==> src/rtl/tx_arbiter_sequencer_pkg.sv <==
// Shared types and defaults for the TX arbiter sequencer.
package tx_arbiter_sequencer_pkg;

    localparam int unsigned DEF_LEN_W      = 10;
    localparam int unsigned DEF_WDT_CYCLES = 256;

    typedef enum logic [2:0] {
        NO_SOURCE = 3'd0,
        A2P_1     = 3'd1,
        A2P_2     = 3'd2,
        MASTER    = 3'd3
    } Tx_Arbiter_Sources_t;

    typedef enum logic [2:0] {
        FAILED      = 3'd0,
        SUCCESS_1   = 3'd1,
        SUCCESS_2   = 3'd2,
        SUCCESS_1_2 = 3'd3,
        INVALID     = 3'd4
    } FC_result_t;

    typedef enum logic [2:0] {
        IDLE      = 3'd0,
        TLP1_HDR  = 3'd1,
        TLP1_DATA = 3'd2,
        TLP2_HDR  = 3'd3,
        TLP2_DATA = 3'd4
    } arbiter_state;

    // True when the verdict lets at least one TLP of the round go out.
    function automatic logic fc_grants(input FC_result_t r);
        return (r == SUCCESS_1) || (r == SUCCESS_2) || (r == SUCCESS_1_2);
    endfunction

endpackage

==> src/rtl/tx_arbiter_beat_counter.sv <==
// Remaining-data-beat counter shared by TLP1 and TLP2: load, decrement, last-beat flag.
module tx_arbiter_beat_counter #(
    parameter int unsigned LEN_W = tx_arbiter_sequencer_pkg::DEF_LEN_W
) (
    input  logic             clk,
    input  logic             arst,
    input  logic             i_load,
    input  logic [LEN_W-1:0] i_len,
    input  logic             i_dec,
    output logic             o_last
);

    logic [LEN_W-1:0] cnt_q;
    logic [LEN_W-1:0] cnt_d;

    // Saturate at zero so the count can never wrap.
    always_comb begin
        cnt_d = cnt_q;
        if (i_load) begin
            cnt_d = i_len;
        end else if (i_dec && (cnt_q != '0)) begin
            cnt_d = cnt_q - LEN_W'(1);
        end
    end

    always_ff @(posedge clk or negedge arst) begin
        if (!arst) begin
            cnt_q <= '0;
        end else begin
            cnt_q <= cnt_d;
        end
    end

    assign o_last = (cnt_q == LEN_W'(1));

endmodule

==> src/rtl/tx_arbiter_sequencer.sv <==
// TX arbiter control FSM: acks one decision per round and sequences TLP1 then TLP2 beats.
// Optional stall watchdog is built when TX_ARB_WATCHDOG_EN is defined.
module tx_arbiter_sequencer
    import tx_arbiter_sequencer_pkg::*;
#(
    parameter int unsigned LEN_W = DEF_LEN_W
`ifdef TX_ARB_WATCHDOG_EN
    , parameter int unsigned WDT_CYCLES = DEF_WDT_CYCLES
`endif
) (
    input  logic                clk,
    input  logic                arst,
    input  logic                i_sel_valid,
    input  Tx_Arbiter_Sources_t i_src1,
    input  Tx_Arbiter_Sources_t i_src2,
    input  logic [LEN_W-1:0]    i_len1,
    input  logic [LEN_W-1:0]    i_len2,
    input  FC_result_t          i_fc_result,
    input  logic                i_buf_ready,
    output logic                o_sel_ack,
    output Tx_Arbiter_Sources_t o_grant,
    output logic                o_rd_en,
    output logic                o_buf_wr,
    output logic                o_sof,
    output logic                o_eof,
    output arbiter_state        o_state,
    output logic                o_stall_err
);

    arbiter_state        state_q, state_d;
    Tx_Arbiter_Sources_t src1_q, src1_d;
    Tx_Arbiter_Sources_t src2_q, src2_d;
    logic [LEN_W-1:0]    len1_q, len1_d;
    logic [LEN_W-1:0]    len2_q, len2_d;
    logic                both_q, both_d;

    logic                beat;
    logic                cnt_load;
    logic [LEN_W-1:0]    cnt_len;
    logic                cnt_dec;
    logic                cnt_last;
    arbiter_state        tlp1_next;

    assign beat      = (state_q != IDLE) && i_buf_ready;
    assign tlp1_next = (both_q && (src2_q != NO_SOURCE)) ? TLP2_HDR : IDLE;

    tx_arbiter_beat_counter #(
        .LEN_W (LEN_W)
    ) u_beat_cnt (
        .clk    (clk),
        .arst   (arst),
        .i_load (cnt_load),
        .i_len  (cnt_len),
        .i_dec  (cnt_dec),
        .o_last (cnt_last)
    );

    // Next-state and beat decode; a beat only moves while the buffer is ready.
    always_comb begin
        state_d   = state_q;
        src1_d    = src1_q;
        src2_d    = src2_q;
        len1_d    = len1_q;
        len2_d    = len2_q;
        both_d    = both_q;
        o_sel_ack = 1'b0;
        o_grant   = NO_SOURCE;
        o_sof     = 1'b0;
        o_eof     = 1'b0;
        cnt_load  = 1'b0;
        cnt_len   = '0;
        cnt_dec   = 1'b0;

        case (state_q)
            IDLE: begin
                if (i_sel_valid && fc_grants(i_fc_result)) begin
                    o_sel_ack = 1'b1;
                    src1_d    = i_src1;
                    src2_d    = i_src2;
                    len1_d    = i_len1;
                    len2_d    = i_len2;
                    both_d    = (i_fc_result == SUCCESS_1_2);
                    state_d   = (i_fc_result == SUCCESS_2) ? TLP2_HDR : TLP1_HDR;
                end
            end
            TLP1_HDR: begin
                o_grant = src1_q;
                if (beat) begin
                    o_sof = 1'b1;
                    if (len1_q == '0) begin
                        o_eof   = 1'b1;
                        state_d = tlp1_next;
                    end else begin
                        cnt_load = 1'b1;
                        cnt_len  = len1_q;
                        state_d  = TLP1_DATA;
                    end
                end
            end
            TLP1_DATA: begin
                o_grant = src1_q;
                if (beat) begin
                    cnt_dec = 1'b1;
                    if (cnt_last) begin
                        o_eof   = 1'b1;
                        state_d = tlp1_next;
                    end
                end
            end
            TLP2_HDR: begin
                o_grant = src2_q;
                if (beat) begin
                    o_sof = 1'b1;
                    if (len2_q == '0) begin
                        o_eof   = 1'b1;
                        state_d = IDLE;
                    end else begin
                        cnt_load = 1'b1;
                        cnt_len  = len2_q;
                        state_d  = TLP2_DATA;
                    end
                end
            end
            TLP2_DATA: begin
                o_grant = src2_q;
                if (beat) begin
                    cnt_dec = 1'b1;
                    if (cnt_last) begin
                        o_eof   = 1'b1;
                        state_d = IDLE;
                    end
                end
            end
            default: state_d = IDLE;
        endcase
    end

    always_ff @(posedge clk or negedge arst) begin
        if (!arst) begin
            state_q <= IDLE;
            src1_q  <= NO_SOURCE;
            src2_q  <= NO_SOURCE;
            len1_q  <= '0;
            len2_q  <= '0;
            both_q  <= 1'b0;
        end else begin
            state_q <= state_d;
            src1_q  <= src1_d;
            src2_q  <= src2_d;
            len1_q  <= len1_d;
            len2_q  <= len2_d;
            both_q  <= both_d;
        end
    end

    assign o_rd_en  = beat;
    assign o_buf_wr = beat;
    assign o_state  = state_q;

`ifdef TX_ARB_WATCHDOG_EN
    localparam int unsigned WDT_W = $clog2(WDT_CYCLES + 1);

    logic [WDT_W-1:0] wdt_q, wdt_d;
    logic             stall_err;

    // Counts consecutive stalled cycles of an active TLP; pulses and restarts at the limit.
    always_comb begin
        wdt_d     = wdt_q;
        stall_err = 1'b0;
        if ((state_q == IDLE) || beat) begin
            wdt_d = '0;
        end else if (wdt_q == WDT_W'(WDT_CYCLES - 1)) begin
            stall_err = 1'b1;
            wdt_d     = '0;
        end else begin
            wdt_d = wdt_q + WDT_W'(1);
        end
    end

    always_ff @(posedge clk or negedge arst) begin
        if (!arst) begin
            wdt_q <= '0;
        end else begin
            wdt_q <= wdt_d;
        end
    end

    assign o_stall_err = stall_err;
`else
    assign o_stall_err = 1'b0;
`endif

endmodule

==> config.mk <==
export PLATFORM = sky130hd
export DESIGN_NAME = tx_arbiter_sequencer
export DESIGN_NICKNAME = d
export VERILOG_FILES = /design/src/rtl/tx_arbiter_sequencer_pkg.sv /design/src/rtl/tx_arbiter_beat_counter.sv /design/src/rtl/tx_arbiter_sequencer.sv
export SDC_FILE = /design/constraint.sdc
export NUM_CORES = 1
export LEC_CHECK = 0
export CORE_ASPECT_RATIO = 1.4
export CORE_MARGIN = 4
export CORE_UTILIZATION = 56
export DETAILED_ROUTE_END_ITERATION = 6
export PLACE_DENSITY = 0.9
export SKIP_LAST_GASP = 1
export SLEW_MARGIN = 0
export SYNTH_ARGS = -nofsm -noshare
export SYNTH_HDL_FRONTEND = slang
export SYNTH_HIERARCHICAL = 1
export SYNTH_SLANG_ARGS = --single-unit
==> constraint.sdc <==
create_clock -name clk -period 3.79 [get_ports clk]
set_clock_uncertainty 0.15 [all_clocks]
set_input_delay 0.379 -clock clk [delete_from_list [all_inputs] [get_ports clk]]
set_output_delay 0.379 -clock clk [all_outputs]
set_load 0.03 [all_outputs]
# --- Word level (Yosys, flattened, before mapping) ---
# Index checks and enable logic that the tools add are counted.
totals:
  register_bits: 40
  in_bits: 33
op_classes:
  addsub: 1
  eq_ne: 15
  mux: 37
  n_reduce_logical: 19
ops:
  columns: ["operator", "count"]
  rows:
  - ["$mux W10", 6]
  - ["$mux W3", 8]
  - ["$logic_not A10 Y1", 2]
  - ["$pmux W10 S2", 1]
  - ["$mux W1", 15]
  - ["$pmux W3 S5", 1]
  - ["$ne A2 B2 Y1 const B", 7]
  - ["$eq A3 B2 Y1 const B", 4]
  - ["$eq A10 B1 Y1 const B", 1]
  - ["$reduce_bool A10 Y1", 1]
  - ["$sub A10 B1 Y10 const B", 1]
  - ["$reduce_or A2 Y1", 4]
  - ["$reduce_and A7 Y1", 1]
  - ["$eq A3 B1 Y1 const B", 2]
  - ["$mux W2", 3]
  - ["$pmux W3 S2", 1]
  - ["$reduce_bool A3 Y1", 2]
  - ["$logic_and A1 B1 Y1", 4]
  - ["$eq A3 B3 Y1 const B", 1]
  - ["$logic_not A3 Y1", 1]
  - ["$pmux W1 S3", 1]
  - ["$logic_or A1 B1 Y1", 2]
  - ["$pmux W1 S2", 1]
  - ["$reduce_and A2 Y1", 1]
  - ["$reduce_bool A2 Y1", 1]

# --- Logic depth before layout (Yosys ltp) ---
depth:
  ltp_word: 7
  mapped_depth: 10
  mapped_depth_nobuf: 8

# --- Hierarchy ---
# The synthesis kept the hierarchy.
by_module_without_submodules:
  columns: ["module", "instances", "cells_each", "area_per_inst_um2", "seq_area_each_um2"]
  rows:
  - ["tx_arbiter_sequencer", 1, 156, 1675.4, 750.7]
  - ["tx_arbiter_beat_counter", 1, 72, 653.1, 250.2]

# --- Worst setup path after synthesis ---
# OpenSTA, ideal clock, no wires.
synth_path:
  kind: "flip-flop to flip-flop"
  from: "register state_q[2] (netlist: o_state[2])"
  to: "register u_beat_cnt.cnt_q[9]"
  setup_time_ns: 0.126
  t_arrival_ns: 2.117
  t_required_ns: 3.514
  slack_ns: 1.397
  stages_incl_launch_ff: 8
  n_path_buf: 1
  period_less_slack_ns: 2.393
  cell_sequence: "dfrtp_1 clkbuf_1 xor2_1 and3_1 or4b_4 nor4_4 mux2i_1 a21oi_1"
synth_between:
  elab_chain_len: 6
synth_rtl:
  columns: ["item", "line_no", "source"]
  rows:
  - ["start, declared", "tx_arbiter_sequencer.sv:30", "arbiter_state state_q, state_d;"]
  - ["start signal, assigned", "tx_arbiter_sequencer.sv:147", "state_q <= state_d;"]
  - ["$reduce_bool A3 Y1", "tx_arbiter_sequencer.sv:44", "assign beat = (state_q != IDLE) && i_buf_ready;"]
  - ["$logic_and A1 B1 Y1", "tx_arbiter_sequencer.sv:44", null]
  - ["$mux W1", "tx_arbiter_sequencer.sv:102, tx_arbiter_sequencer.sv:126", null]
  - ["$mux W1 *", null, null]
  - ["net cnt_dec", "tx_arbiter_sequencer.sv:40", "logic cnt_dec;"]
  - ["$logic_and A1 B1 Y1 *", "tx_arbiter_beat_counter.sv:21", "end else if (i_dec && (cnt_q != '0)) begin"]
  - ["$reduce_bool A2 Y1 (no source line) *", null, null]
  - ["end signal, assigned", "tx_arbiter_beat_counter.sv:30", "cnt_q <= cnt_d;"]
  - ["end, declared", "tx_arbiter_beat_counter.sv:13", "logic [LEN_W-1:0] cnt_q;"]
# The timed path passes the listed nets; every way through them passes the cells marked *.
# A chain may end at the register's enable or synchronous reset.

# --- Final worst setup path ---
layout_path:
  from: "register u_beat_cnt.cnt_q[6]"
  to: "output port o_eof"
layout_between:
  elab_chain_len: 4
layout_rtl:
  columns: ["item", "line_no", "source"]
  rows:
  - ["$eq A10 B1 Y1", "tx_arbiter_beat_counter.sv:34", "assign o_last = (cnt_q == LEN_W'(1));"]
  - ["net cnt_last", "tx_arbiter_sequencer.sv:41", "logic cnt_last;"]
  - ["$mux W1", "tx_arbiter_sequencer.sv:104, tx_arbiter_sequencer.sv:128", null]
  - ["$mux W1", "tx_arbiter_sequencer.sv:126", "if (beat) begin"]
  - ["$pmux W1 S3", "tx_arbiter_sequencer.sv:74", "case (state_q)"]
  - ["end, declared", "tx_arbiter_sequencer.sv:25", "output logic o_eof,"]
# The timed path passes the listed nets, and every way through them passes these cells.

==> summary.md <==
The maximum VDD drop was 0.518 mV. TritonCTS built the clock tree. The clock transition at the registers of the reported paths was 0.08 ns.

Global routing consumed, over all layers together, 21.3% of the routing resources. The adder and majority cell fraction of the synthesized area was 1.07%; the fraction of the yosys area taken by sequential cells was 43.0%. For the leakage power summed over all cells, the log shows 1.17 nW. The average detailed-routed wire length per instance is 16.7 um, and the final design area excluding fillers is 0.00286 mm^2. The number of nets with antenna violations after detailed routing was 0. Routability-driven placement finished with a final weighted congestion of 0.873. The final-report max-slew violation count is 0.

For this block, the routed nets add up to 5230 um of wire. Buffers placed on the I/O ports in this run total 43. For this configuration, the core starts out at a cell density of 58.4%. The setup path with the least slack is of type reg -> out.

The worst max-slew margin expressed relative to the limit was 41.9%. For the post-route worst setup slack, the log shows 0.523 ns. STA classifies the critical path endpoint as an output pin. Of all nets on the critical path, the largest fanout is 6. STA classifies the critical path startpoint as a register. For the final routed database, the setup TNS stands at 0 ns. For the global-route wire length before repair, the log shows 9050 um. Among all flip-flop cells after synthesis, the most frequent one is sky130_fd_sc_hd__dfrtp_1. The number of flops mapped to enable cells by yosys is 0. The filler cells instantiated in the layout total 281.

In this run, synthesis produced a sequential element count of 40. The post-route netlist has 11.1% of its cells at a drive strength greater than 1. The total overflow left after global routing is 0. Number of antenna violations at the first check in global routing: 0. The placement-stage cell area is 0.00275 mm^2, and the parity-gate share of the synthesized area counting xor and xnor cells is 1.13%.

After synthesis, the mean cell area works out to 10.2 um^2. The logs give 3940 um for the half-perimeter wire length after placement and 148 for the first-iteration detailed-routing DRC count. Synthesis handed over a netlist of 228 instances. Number of clock sinks: 40. After synthesis, the share of flip-flops with an asynchronous set or reset is 100%. TritonCTS created 5 clock buffers.

In this run the number of H-tree levels came out at 2. The core region is 0.00399 mm^2. At the later pin of the worst-skew pair, clock insertion delay measures 0.29 ns.

The pre-CTS setup slack came out at 0.871 ns. The run gives 313 as the number of standard cells in the layout, taps in and fillers out. The die covers 0.00527 mm^2.

Once placement completed, the tool counted placed cells totaling 305. Buffers inserted to repair hold after CTS numbered 0. Counting I/O delays and the setup requirement, the final critical path takes 3.27 ns. The number of buffers between clock root and the deepest sink was 2. The via count of the first global-routing pass is 1,905, and the number of rows in the core area is 27.

Max-cap violations in this run came to 0. In this run the count of I/O pins placed on the die edge is 45. The number of warnings reported in the yosys synthesis log is 6, and the fraction of the cycle the final worst path needs is 86.2%. Measured along the x axis, the die boundary spans 62.5 um. The run gives 41 as the pin count of the biggest net entering global routing.

The run finished with clean final reports. Multiplexer cells account for 17.7% of the synthesized area. Counting every net in the synthesized netlist gives 263. For the first-pass iteration count of the detailed router, the log shows 5. The cell at the root of the clock tree is sky130_fd_sc_hd__clkbuf_8. For the post-layout utilization of the core, the log shows 71.8%. The path class of the tightest hold or removal check is in -> async. Relative to the synthesized area, the layout overhead comes to 22.8%. From bottom edge to top edge, the die measures 84.3 um.

For this run, the top clock speed supported by timing is 306 MHz. For this design the ratio of total power to cell area is 739 mW/mm^2. The post-synthesis share of cell area spent on and, or, nand and nor gates came out at 17.5%.

Across all hold checks on the routed design, the worst slack comes to 0.0416 ns. Once the clock tree was built, the resizer swapped 0 gates to a different size. The via total after detailed routing came out at 1,886. The slew at the pin closest to its max-slew limit was 0.871 ns; the post-synthesis compound-gate area fraction was 14.5%.

The logs give 0 for the number of buffers added for setup after CTS and 304 for the final net count. Number of remaining DRC errors: 0. For the final hold violation count, the log shows 0. Setup violations remaining at the end of the flow were counted as 0. The run gives 0 as the number of antenna diodes.

The logs give 2.11 mW for the total power draw and 3.26 ns for the required time at the worst-slack endpoint. Setup repair after global routing left no endpoint under its margin. The netlist uses 53 different library cells. The detail-routed via count per cell was 6.03; the endpoint arrival time on the critical path was 2.74 ns. By area, the combinational part of the netlist is dominated by multiplexers.

The synthesized cell area was 0.00233 mm^2.
## layout make-up
| type | count | area, um^2 | share of cell area (%) |
|---|---|---|---|
| multi-input cells | 168 | 1210 | 42.4 |
| clock inverters | 3 | 46.3 | 1.62 |
| flip-flops and latches | 40 | 1000 | 35.0 |
| inverters | 8 | 30.0 | 1.05 |
| repair buffers | 46 | 448 | 15.7 |
| well taps | 43 | 53.8 | 1.88 |
| clock buffers | 5 | 68.8 | 2.41 |
## kinds of logic after synthesis
family,Yosys count
buffers and inverters,20
xor gates and xnor gates,3
adders and majority gates,2
other,1
AOI/OAI and AO/OA,50
DFF,40
and+or+nand+nor,74
muxes,38
## power by group
group	switching, mW	leakage (nW)	total, mW	internal (mW)
clock network	0.158	0.0548	0.356	0.198
registers	0.211	0.490	0.835	0.624
logic	0.490	0.624	0.922	0.432
total	0.858	1.17	2.11	1.25
## final timing paths
| path | end | slack, ns | cells after the start | startpoint |
|---|---|---|---|---|
| min reg2reg | len2_q[6]$_DFFE_PN0P_ | 0.38 | 1 | len2_q[6]$_DFFE_PN0P_ |
| min | len1_q[2]$_DFFE_PN0P_ | 0.04 | 1 | arst |
| min in group clk | len2_q[6]$_DFFE_PN0P_ | 0.38 | 1 | len2_q[6]$_DFFE_PN0P_ |
| max | o_eof | 0.52 | 6 | u_beat_cnt/cnt_q[6]$_DFFE_PN0P_ |
| max reg2reg | u_beat_cnt/cnt_q[9]$_DFFE_PN0P_ | 1.16 | 7 | o_state[1]$_DFFE_PN0P_ |
| max in group asynchronous | src1_q[0]$_DFFE_PN0P_ | 2.90 | 1 | arst |
## critical path: stages, from the launching register on
cell	delay, ns
sky130_fd_sc_hd__dfrtp_1	0.41
sky130_fd_sc_hd__nor3_1	0.53
sky130_fd_sc_hd__and4_1	0.38
sky130_fd_sc_hd__a21oi_1	0.11
sky130_fd_sc_hd__o21ai_0	0.16
sky130_fd_sc_hd__o211a_1	0.18
sky130_fd_sc_hd__clkdlybuf4s50_1	0.66
## flip-flops by register name, summed over array words and instances (netlist names)
name	flops
o_state	3
len2_q	10
len1_q	10
u_beat_cnt/cnt_q	10
src1_q	3
src2_q	3
both_q	1
## placed cells by master, fill, tap and decap left out, types with 5 or more instances in the layout
cell	count
sky130_fd_sc_hd__clkdlybuf4s50_1	42
sky130_fd_sc_hd__dfrtp_1	40
sky130_fd_sc_hd__o21ai_0	9
sky130_fd_sc_hd__nor2_1	28
sky130_fd_sc_hd__mux2_2	8
sky130_fd_sc_hd__mux2i_1	12
sky130_fd_sc_hd__a21oi_1	11
sky130_fd_sc_hd__inv_1	8
sky130_fd_sc_hd__clkbuf_8	5
sky130_fd_sc_hd__nand2_1	16
sky130_fd_sc_hd__nor4_1	5
sky130_fd_sc_hd__mux2_1	18
## synth_stat cells (2+ instances only)
master                     instances  area share [%]
sky130_fd_sc_hd__xnor2_1           2            0.75
sky130_fd_sc_hd__buf_2             2            0.43
sky130_fd_sc_hd__a21oi_1          11             2.4
sky130_fd_sc_hd__o31ai_1           2            0.64
sky130_fd_sc_hd__a311oi_1          3             1.1
sky130_fd_sc_hd__o21ai_1           3            0.64
sky130_fd_sc_hd__o21ai_0           9             1.9
sky130_fd_sc_hd__nor3_2            2            0.86
sky130_fd_sc_hd__nor3b_1           3            0.97
sky130_fd_sc_hd__a22oi_1           3            0.97
sky130_fd_sc_hd__a211oi_1          3            0.97
sky130_fd_sc_hd__nand2_1          16             2.6
sky130_fd_sc_hd__mux2i_1          12             5.2
sky130_fd_sc_hd__nor3_1            2            0.43
sky130_fd_sc_hd__or2_2             2            0.54
sky130_fd_sc_hd__nor4_1            5             1.3
sky130_fd_sc_hd__inv_1             8             1.3
sky130_fd_sc_hd__nor2_1           28             4.5
sky130_fd_sc_hd__nor2b_1           2            0.54
sky130_fd_sc_hd__buf_6             4             1.9
sky130_fd_sc_hd__clkbuf_1          4            0.64
sky130_fd_sc_hd__a22o_1            2            0.75
sky130_fd_sc_hd__a31oi_1           3            0.81
sky130_fd_sc_hd__buf_4             2            0.64
sky130_fd_sc_hd__mux2_2            8             3.9
sky130_fd_sc_hd__ha_1              2             1.1
sky130_fd_sc_hd__dfrtp_1          40              43
sky130_fd_sc_hd__nand2b_1          2            0.54
sky130_fd_sc_hd__nand3_1           2            0.43
sky130_fd_sc_hd__mux2_1           18             8.7
## metal layers
layer,GRT usage (%),up-vias,wire length (um)
met4,7.23,0,78
li1,-,913,-
met2,39.7,56,2850
met5,0,-,0
met1,24.5,909,2060
met3,3.21,8,243
Power figures use the tool's default switching activity.
